File: src/rtl/armsim_rf_pkg.sv
// Shared defaults and types for the parametrised ARM-style register file.
// Read ports, top-level array and bench all pull sizing from here.
package armsim_rf_pkg;

    localparam int WIDTH_D     = 32;
    localparam int NUM_REGS_D  = 16;
    localparam int AW_D        = $clog2(NUM_REGS_D);
    localparam int PC_IDX_D    = 15;
    localparam int PC_OFFSET_D = 8;
    localparam int PC_STEP_D   = 4;
    localparam int BYPASS_D    = 1;

    typedef logic [AW_D-1:0] reg_addr_t;

endpackage

File: src/rtl/rf_read_port.sv
// One combinational read port: register mux, write-first bypass,
// and the PC look-ahead offset.
module rf_read_port
    import armsim_rf_pkg::*;
#(
    parameter int WIDTH     = WIDTH_D,
    parameter int NUM_REGS  = NUM_REGS_D,
    parameter int AW        = AW_D,
    parameter int PC_IDX    = PC_IDX_D,
    parameter int PC_OFFSET = PC_OFFSET_D,
    parameter int BYPASS    = BYPASS_D
) (
    input  logic [AW-1:0]                     addr,
    input  logic                              wrEn,
    input  logic [AW-1:0]                     wrAddr,
    input  logic [WIDTH-1:0]                  wrData,
    input  logic [NUM_REGS-1:0][WIDTH-1:0]    regs,
    input  logic [WIDTH-1:0]                  pc,
    output logic [WIDTH-1:0]                  data
);

    logic hit;
    logic isPc;

    assign hit  = (BYPASS != 0) && wrEn && (addr == wrAddr);
    assign isPc = (addr == AW'(PC_IDX));

    // wrData arrives already masked when it targets the PC
    always_comb begin
        data = regs[addr];
        if (isPc) begin
            data = (hit ? wrData : pc) + WIDTH'(PC_OFFSET);
        end else if (hit) begin
            data = wrData;
        end
    end

endmodule

File: src/rtl/register_file_param.sv
// Parametrised register file: three read ports, one write port,
// integrated PC with fetch increment, and a pending-load scoreboard.
module register_file_param
    import armsim_rf_pkg::*;
#(
    parameter int WIDTH     = WIDTH_D,
    parameter int NUM_REGS  = NUM_REGS_D,
    parameter int AW        = $clog2(NUM_REGS),
    parameter int PC_IDX    = PC_IDX_D,
    parameter int PC_OFFSET = PC_OFFSET_D,
    parameter int PC_STEP   = PC_STEP_D,
    parameter int BYPASS    = BYPASS_D
) (
    input  logic             CLK,
    input  logic             CLR,
    input  logic             RW,
    input  logic [AW-1:0]    writeAddress,
    input  logic [WIDTH-1:0] inputData,
    input  logic [AW-1:0]    addressA,
    input  logic [AW-1:0]    addressB,
    input  logic [AW-1:0]    addressC,
    output logic [WIDTH-1:0] outA,
    output logic [WIDTH-1:0] outB,
    output logic [WIDTH-1:0] outC,
    input  logic             PC_LD,
    output logic [WIDTH-1:0] pcOut,
    input  logic             MARK,
    input  logic [AW-1:0]    markAddress,
    output logic             busyA,
    output logic             busyB,
    output logic             busyC
);

    logic [NUM_REGS-1:0][WIDTH-1:0] regs;
    logic [NUM_REGS-1:0][WIDTH-1:0] regsNext;
    logic [NUM_REGS-1:0]            busy;
    logic [NUM_REGS-1:0]            busyNext;
    logic                           wrEn;
    logic                           wrIsPc;
    logic [WIDTH-1:0]               wrData;
    logic [WIDTH-1:0]               pc;

    assign wrEn   = ~RW;
    assign wrIsPc = (writeAddress == AW'(PC_IDX));
    assign wrData = wrIsPc ? {inputData[WIDTH-1:2], 2'b00}
                           : inputData;
    assign pc     = regs[PC_IDX];

    // Later assignments win: write beats PC_LD, MARK beats write-clear
    always_comb begin
        regsNext = regs;
        busyNext = busy;
        if (PC_LD) begin
            regsNext[PC_IDX] = pc + WIDTH'(PC_STEP);
        end
        if (wrEn) begin
            regsNext[writeAddress] = wrData;
            busyNext[writeAddress] = 1'b0;
        end
        if (MARK) begin
            busyNext[markAddress] = 1'b1;
        end
    end

    always_ff @(posedge CLK or negedge CLR) begin
        if (!CLR) begin
            regs <= '0;
            busy <= '0;
        end else begin
            regs <= regsNext;
            busy <= busyNext;
        end
    end

    rf_read_port #(
        .WIDTH    (WIDTH),
        .NUM_REGS (NUM_REGS),
        .AW       (AW),
        .PC_IDX   (PC_IDX),
        .PC_OFFSET(PC_OFFSET),
        .BYPASS   (BYPASS)
    ) portA (
        .addr  (addressA),
        .wrEn  (wrEn),
        .wrAddr(writeAddress),
        .wrData(wrData),
        .regs  (regs),
        .pc    (pc),
        .data  (outA)
    );

    rf_read_port #(
        .WIDTH    (WIDTH),
        .NUM_REGS (NUM_REGS),
        .AW       (AW),
        .PC_IDX   (PC_IDX),
        .PC_OFFSET(PC_OFFSET),
        .BYPASS   (BYPASS)
    ) portB (
        .addr  (addressB),
        .wrEn  (wrEn),
        .wrAddr(writeAddress),
        .wrData(wrData),
        .regs  (regs),
        .pc    (pc),
        .data  (outB)
    );

    rf_read_port #(
        .WIDTH    (WIDTH),
        .NUM_REGS (NUM_REGS),
        .AW       (AW),
        .PC_IDX   (PC_IDX),
        .PC_OFFSET(PC_OFFSET),
        .BYPASS   (BYPASS)
    ) portC (
        .addr  (addressC),
        .wrEn  (wrEn),
        .wrAddr(writeAddress),
        .wrData(wrData),
        .regs  (regs),
        .pc    (pc),
        .data  (outC)
    );

    assign pcOut = pc;
    assign busyA = busy[addressA];
    assign busyB = busy[addressB];
    assign busyC = busy[addressC];

endmodule
File: config.mk
export PLATFORM = sky130hd
export DESIGN_NAME = register_file_param
export DESIGN_NICKNAME = d
export VERILOG_FILES = /design/src/rtl/armsim_rf_pkg.sv /design/src/rtl/rf_read_port.sv /design/src/rtl/register_file_param.sv
export SDC_FILE = /design/constraint.sdc
export NUM_CORES = 1
export LEC_CHECK = 0
export BUFFER_PORTS_ARGS = -buffer_cell sky130_fd_sc_hd__buf_2
export CORE_MARGIN = 3
export CORE_UTILIZATION = 35
export CTS_CLUSTER_SIZE = 16
export DETAILED_ROUTE_END_ITERATION = 8
export SLEW_MARGIN = 10
export SYNTH_ARGS = -nofsm -noshare
export SYNTH_HDL_FRONTEND = slang
export SYNTH_SLANG_ARGS = --single-unit
File: constraint.sdc
create_clock -name CLK -period 7.45 [get_ports CLK]
set_clock_uncertainty 0.15 [all_clocks]
set_input_delay 1.1175 -clock CLK [delete_from_list [all_inputs] [get_ports CLK]]
set_output_delay 1.1175 -clock CLK [all_outputs]
set_load 0.05 [all_outputs]
==> results.sh, run 1 <==
export IMPL_outcome="finished clean"
export IMPL_numCtsBuffers=61
export IMPL_synth_top_area_share=0.350
export IMPL_drive_above_1_share=0.418
export IMPL_dieHeight_um=335
export IMPL_place_hpwl_um=94200
export IMPL_yosysUniqueCellTypes=76
export IMPL_power_uw=12100
export IMPL_synth_top_cells_by_area="dfrtp_1 35%, mux4_2 27%, mux2_2 12%"
export IMPL_final_setup_viol_count=0
export IMPL_fin_util=0.394
export IMPL_fin_crit_ns=6.52
export IMPL_grt_pass1_wl_um=207000
export IMPL_clockBufferDepth=3
export IMPL_max_cap_violations=0
export IMPL_path_max_fanout=11
export IMPL_numPortBuffers=187
export IMPL_slowest_stage="a221oi_1"
export IMPL_synth_area_um2=37800
export IMPL_pwr_density_cell_nw_per_um2=289
export IMPL_wl_met3_um=15500
export IMPL_finalNetCount=3091
export IMPL_clock_tree_root_cell="clkbuf_16"
export IMPL_firstDrtPassIters=8
export IMPL_synth_area_leader_cell="dfrtp_1"
export IMPL_ys_ff_latch=528
export IMPL_die_area_um2=112000
export IMPL_htree_num_levels=2
export IMPL_dr_max_layer_used="met5"
export IMPL_path_class="in -> out"
export IMPL_placed_area_um2=39800
export IMPL_regArea_um2=13200
export IMPL_ant_nets=0
export IMPL_async_reset_ff_frac=1.00
export IMPL_synth_cells=3084
export IMPL_areaGrowthSynthToFinish_pct=10.6
export IMPL_drcViolationCount=0
export IMPL_gp_congestion=1.01
export IMPL_crit_path_cell_trace="buf_2, xor2_1, or2_1, nor2_4, nand2_1, o21ai_0, ha_1, inv_1, a221oi_1, xor2_1, mux2i_1, o21ai_0, buf_2"
export IMPL_arrival_ns=5.25
export IMPL_drt_iter0_markers=3790
export IMPL_wirelength_um=143000
export IMPL_die_w_um=335
export IMPL_wl_met2_um=63400
export IMPL_post_cts_buffers=0
export IMPL_leakagePower_uw=0.0163
export IMPL_drt_vias_per_instance=6.49
export IMPL_peakVddDrop_mv=0.208
export IMPL_pin_count=188
export IMPL_via_count=29000
export IMPL_end_kind="output pin"
export IMPL_drt_met1_wl_um=57000
export IMPL_relSlewSlack=0.241
export IMPL_worst_pin_slew_ns=1.13
export IMPL_hp_class="in -> async"
export IMPL_path_clk_slew_ns=0.06
export IMPL_yosysSeqAreaShare=0.350
export IMPL_avgSynthCellArea_um2=12.3
export IMPL_setup_tns_final_ns=0
export IMPL_ys_flop_type="dfrtp_1"
export IMPL_grt_overflow_total=0
export IMPL_start_util=0.356
export IMPL_ctsResizeCount=0
export IMPL_grt_pass1_vias=28300
export IMPL_postCtsHoldBufs=0
export IMPL_tritoncts="done"
export IMPL_gr_usage_all_layers=0.252
export IMPL_fill_cells=10100
export IMPL_ys_warn_count=0
export IMPL_row_count=119
export IMPL_synth_edf_count=0
export IMPL_cp_start_kind="input pin"
export IMPL_cts_sinks=528
export IMPL_synth_fp_nets=3145
export IMPL_multi_input_area_um2=22900
export IMPL_coreArea_um2=106000
export IMPL_rsz0062_at_grt="no"
export IMPL_clk_latency_ns=0.65
export IMPL_slowest_delay_ns=0.77
export IMPL_fmax_mhz=153
export IMPL_grt_start_max_net_pins=156
export IMPL_finalInstanceArea_um2=41800
export IMPL_crit_required_ns=6.18
export IMPL_drv_slew=0
export IMPL_hold_violations=0
export IMPL_timing_final_crit_share=0.875
export IMPL_avgRoutedWirePerCell_um=32.0
export IMPL_antenna_found_initial=11
==> stage by stage <==
| stage | hold WS (ns) | cells | setup WS [ns] |
|---|---|---|---|
| global placement | 0.341 | 4358 | 1.13 |
| detailed placement | 0.358 | 4358 | 1.10 |
| CTS | 0.261 | 4467 | 1.10 |
| floorplan | 0.327 | 3084 | 1.30 |
| global route | 0.295 | 4467 | 0.904 |
| finish | 0.270 | 4477 | 0.930 |
==> metal layers <==
layer,vias up,track usage
li1,11700,-
met1,15200,0.345
met2,1753,0.380
met3,354,0.0634
met4,4,0.110
met5,-,0
==> logic make-up after synthesis <==
family                     after synthesis  synth area share
AOI/OAI and AO/OA                      438            0.0725
xor gates and xnor gates               177            0.0410
adders and majority gates                4           0.00132
buffers and inverters                  390            0.0469
DFF                                    528             0.350
muxes                                  924             0.411
and+or+nand+nor                        623            0.0781
==> critical path, delay by kind of cell <==
| family | cells | cell delay [ns] |
|---|---|---|
| compound gates | 3 | 1.38 |
| buf+inv | 3 | 0.89 |
| simple gates | 3 | 0.88 |
| fa+ha+maj | 1 | 0.54 |
| xor+xnor | 2 | 0.34 |
| mux | 1 | 0.09 |
==> synthesized netlist by cell type, types with 39 or more instances <==
master / number
nand2_1: 245
a21oi_1: 75
clkbuf_1: 204
xor2_1: 63
nor3_1: 53
mux2i_1: 51
mux2_2: 413
nor2_1: 145
o21ai_0: 176
dfrtp_1: 528
buf_4: 52
nand3_1: 39
mux4_2: 460
xnor2_1: 114
buf_2: 77
==> area by class of cell <==
class	instances	share of cell area
Tap cell	1391	0.0416
Sequential cell	528	0.316
Inverter	14	0.00129
Clock buffer	91	0.0425
Multi-Input combinational cell	2166	0.548
Timing Repair Buffer	259	0.0447
Antenna cell	10	0.000598
Clock inverter	18	0.00494
==> flip-flops by register name, summed over array words and instances, names as in the netlist <==
signal / cells
regs: 480
busy: 16
pcOut: 32
==> where the power goes <==
| group | switching (uW) | internal (uW) | total (uW) |
|---|---|---|---|
| Clock | 1260 | 1770 | 3030 |
| Sequential | 873 | 3540 | 4410 |
| Combinational | 2530 | 2120 | 4650 |
==> worst paths after layout <==
kind / startpoint / end / slack [ns] / depth (start not counted)
max in group asynchronous: CLR / regs[162] / 5.58 / 2
min in group CLK: regs[352] / regs[352] / 0.37 / 2
hold reg to reg: regs[352] / regs[352] / 0.37 / 2
hold / removal: CLR / regs[314] / 0.27 / 1
setup reg to reg: pcOut[17] / pcOut[30] / 4.07 / 6
setup / recovery: writeAddress[1] / outA[29] / 0.93 / 13
==> layout by cell type (no fill, tap or decap), drive strengths merged, types with 5 or more instances in the layout <==
master / synthesis / routed
o22ai: 15 / 15
a22oi: 23 / 23
nor2b: 7 / 7
o21a: 6 / 6
o211ai: 18 / 18
xnor2: 114 / 114
clkbuf: 207 / 91
or2: 10 / 10
nand2: 245 / 245
a221oi: 13 / 13
clkinv: 2 / 11
and4: 5 / 5
diode: 0 / 10
a31oi: 15 / 15
a211o: 13 / 13
dfrtp: 528 / 528
o21ai: 184 / 184
nor3: 55 / 55
o221ai: 19 / 19
xor2: 63 / 63
o211a: 6 / 6
inv: 12 / 15
buf: 169 / 259
and3: 12 / 12
mux4: 460 / 460
nor2: 145 / 145
mux2: 413 / 413
a211oi: 21 / 21
nand2b: 6 / 6
nand3: 42 / 42
mux2i: 51 / 51
or3: 16 / 16
a21oi: 76 / 76
nand4: 35 / 35
and2: 11 / 11
a21boi: 6 / 6
nor4: 22 / 22
(Power assumes the default switching activity.)
==> run 2, diff against run 1 <==
==> constraint.sdc (replaced) <==
create_clock -name CLK -period 7.45 [get_ports CLK]
set_clock_uncertainty 0.15 [all_clocks]
set_input_delay 0.3725 -clock CLK [delete_from_list [all_inputs] [get_ports CLK]]
set_output_delay 0.3725 -clock CLK [all_outputs]
set_load 0.05 [all_outputs]
==> run 2 against run 1 <==
Maximum frequency is 18% higher. Flip-flop and latch count unchanged. Wire length up 0.11%. Clock power is 13% higher. Worst hold slack lost 0.21 ns. Setup slack improved by 1.0 ns. Final cell count barely moved. Count of clock-buffer cells in the layout rose by 8. Critical endpoint is now outB[23]. Largest cell class unchanged.
==> results.sh, run 2 (same netlist as run 1, synthesis figures left out) <==
export IMPL_outcome="finished clean"
export IMPL_r2r_end="pcOut[30]"
export IMPL_dieHeight_um=335
export IMPL_gp_congestion=0.993
export IMPL_rsz0062_at_grt="no"
export IMPL_path_buf_inv=3
export IMPL_die_area_um2=112000
export IMPL_fill_cells=10100
export IMPL_place_hpwl_um=93200
export IMPL_multi_input_area_um2=22900
export IMPL_numPortBuffers=187
export IMPL_worst_slack_ns=1.94
export IMPL_regArea_um2=13200
export IMPL_dp_slack_ns=2.04
export IMPL_worst_pin_slew_ns=1.09
export IMPL_crit_path_cell_trace="buf_2, buf_4, xnor2_1, nand3_1, nor2_4, nand2_1, o21ai_0, ha_1, o21ai_1, a211oi_1, xnor2_1, o21ai_0, buf_2"
export IMPL_cp_startpoint="addressB[3]"
export IMPL_path_depth=13
export IMPL_grt_start_max_net_pins=160
export IMPL_drv_slew=0
export IMPL_via_count=29100
export IMPL_drt_iter0_markers=3494
export IMPL_clk_latency_ns=0.64
export IMPL_relSlewSlack=0.274
export IMPL_grt_pass1_wl_um=209000
export IMPL_final_setup_viol_count=0
export IMPL_start_util=0.356
export IMPL_path_class="in -> out"
export IMPL_leakagePower_uw=0.0163
export IMPL_areaGrowthSynthToFinish_pct=10.7
export IMPL_fin_crit_ns=5.51
export IMPL_finalNetCount=3093
export IMPL_wirelength_um=143000
export IMPL_end_kind="output pin"
export IMPL_arrival_ns=4.99
export IMPL_r2r_start="pcOut[18]"
export IMPL_final_cell_mix="528 x dfrtp_1, 460 x mux4_2, 413 x mux2_2, 230 x nand2_1, 180 x buf_2"
export IMPL_drcViolationCount=0
export IMPL_setup_tns_final_ns=0
export IMPL_cts_sinks=528
export IMPL_gr_usage_all_layers=0.254
export IMPL_slowest_delay_ns=0.75
export IMPL_die_w_um=335
export IMPL_timing_hold_ws_ns=0.0637
export IMPL_post_cts_buffers=0
export IMPL_antenna_found_initial=19
export IMPL_drive_above_1_share=0.416
export IMPL_max_cap_violations=0
export IMPL_final_common_cell="dfrtp_1"
export IMPL_clock_tree_root_cell="clkbuf_16"
export IMPL_r2r_cells=6
export IMPL_htree_num_levels=3
export IMPL_postCtsHoldBufs=12
export IMPL_crit_required_ns=6.93
export IMPL_cp_top_family="compound AO/OA/AOI/OAI gates"
export IMPL_grt_overflow_total=0
export IMPL_power_uw=12300
export IMPL_pin_count=188
export IMPL_endpoint="outB[23]"
export IMPL_hold_path_depth=3
export IMPL_coreArea_um2=106000
export IMPL_cp_start_kind="input pin"
export IMPL_slowest_stage="ha_1"
export IMPL_firstDrtPassIters=5
export IMPL_numCtsBuffers=66
export IMPL_dp_cells=4343
export IMPL_peakVddDrop_mv=0.260
export IMPL_drt_vias_per_instance=6.50
export IMPL_clockBufferDepth=3
export IMPL_path_clk_slew_ns=0.06
export IMPL_row_count=119
export IMPL_pwr_density_cell_nw_per_um2=295
export IMPL_grt_pass1_vias=28700
export IMPL_ctsResizeCount=0
export IMPL_tritoncts="done"
export IMPL_largest_register="regs"
export IMPL_hp_class="in -> reg"
export IMPL_hold_violations=0
export IMPL_avgRoutedWirePerCell_um=32.0
export IMPL_rrSetupSlack_ns=3.74
export IMPL_timing_final_crit_share=0.740
export IMPL_ant_nets=0
export IMPL_path_max_fanout=17
export IMPL_largest_reg_flops=480
export IMPL_final_cells=4481
export IMPL_fmax_mhz=181
## run 2: cell count changes in the layout (fill, tap and decap cells not counted), sizes merged
cell         delta
buf            -15
dlygate4sd3    +12
clkbuf          +8
bufinv          +3
clkinvlp        -2
clkinv          -1
diode           -1
## run 2: routing by layer
metal | vias to the layer above | track usage | part of all wire
li1 | 11700 | - | -
met1 | 15300 | 0.349 | 0.40
met2 | 1752 | 0.388 | 0.45
met3 | 345 | 0.0643 | 0.11
met4 | 16 | 0.0965 | 0.042
met5 | - | 0 | 0.00068
## run 2: worst reg2reg max path: stages, from the launching register on
cell     delay, ns
dfrtp_1       1.05
nand4_2       0.52
nor3_1        0.70
nand4_1       0.39
nor3_1        0.45
xnor2_1       0.17
a21oi_1       0.10
## run 2: per-stage QoR
| stage | util | instance area (um^2) |
|---|---|---|
| floorplan | - | 37800 |
| global placement | 0.371 | 39400 |
| detailed placement | 0.371 | 39400 |
| CTS | 0.394 | 41800 |
| global route | 0.394 | 41800 |
| finish | 0.394 | 41900 |
## run 2: layout make-up
class | count | area share
Tap cell | 1391 | 0.0416
Multi-Input combinational cell | 2166 | 0.548
Sequential cell | 528 | 0.316
Clock buffer | 99 | 0.0473
Antenna cell | 9 | 0.000538
Clock inverter | 18 | 0.00732
Inverter | 14 | 0.00129
Timing Repair Buffer | 256 | 0.0384
## run 2: how the worst min path moves through the flow
| stage | startpoint | to |
|---|---|---|
| after global routing | inputData[16] | pcOut[16] |
| after detailed placement | CLR | regs[146] |
| after CTS | inputData[16] | pcOut[16] |
| after floorplan | CLR | busy[0] |
| final | inputData[2] | pcOut[2] |
| after global placement | CLR | regs[146] |
## run 2: where the power goes
| part | internal, uW | switching [uW] | leakage (uW) |
|---|---|---|---|
| logic | 2020 | 2490 | 0.00873 |
| registers | 3540 | 873 | 0.00648 |
| clock network | 2080 | 1340 | 0.00112 |
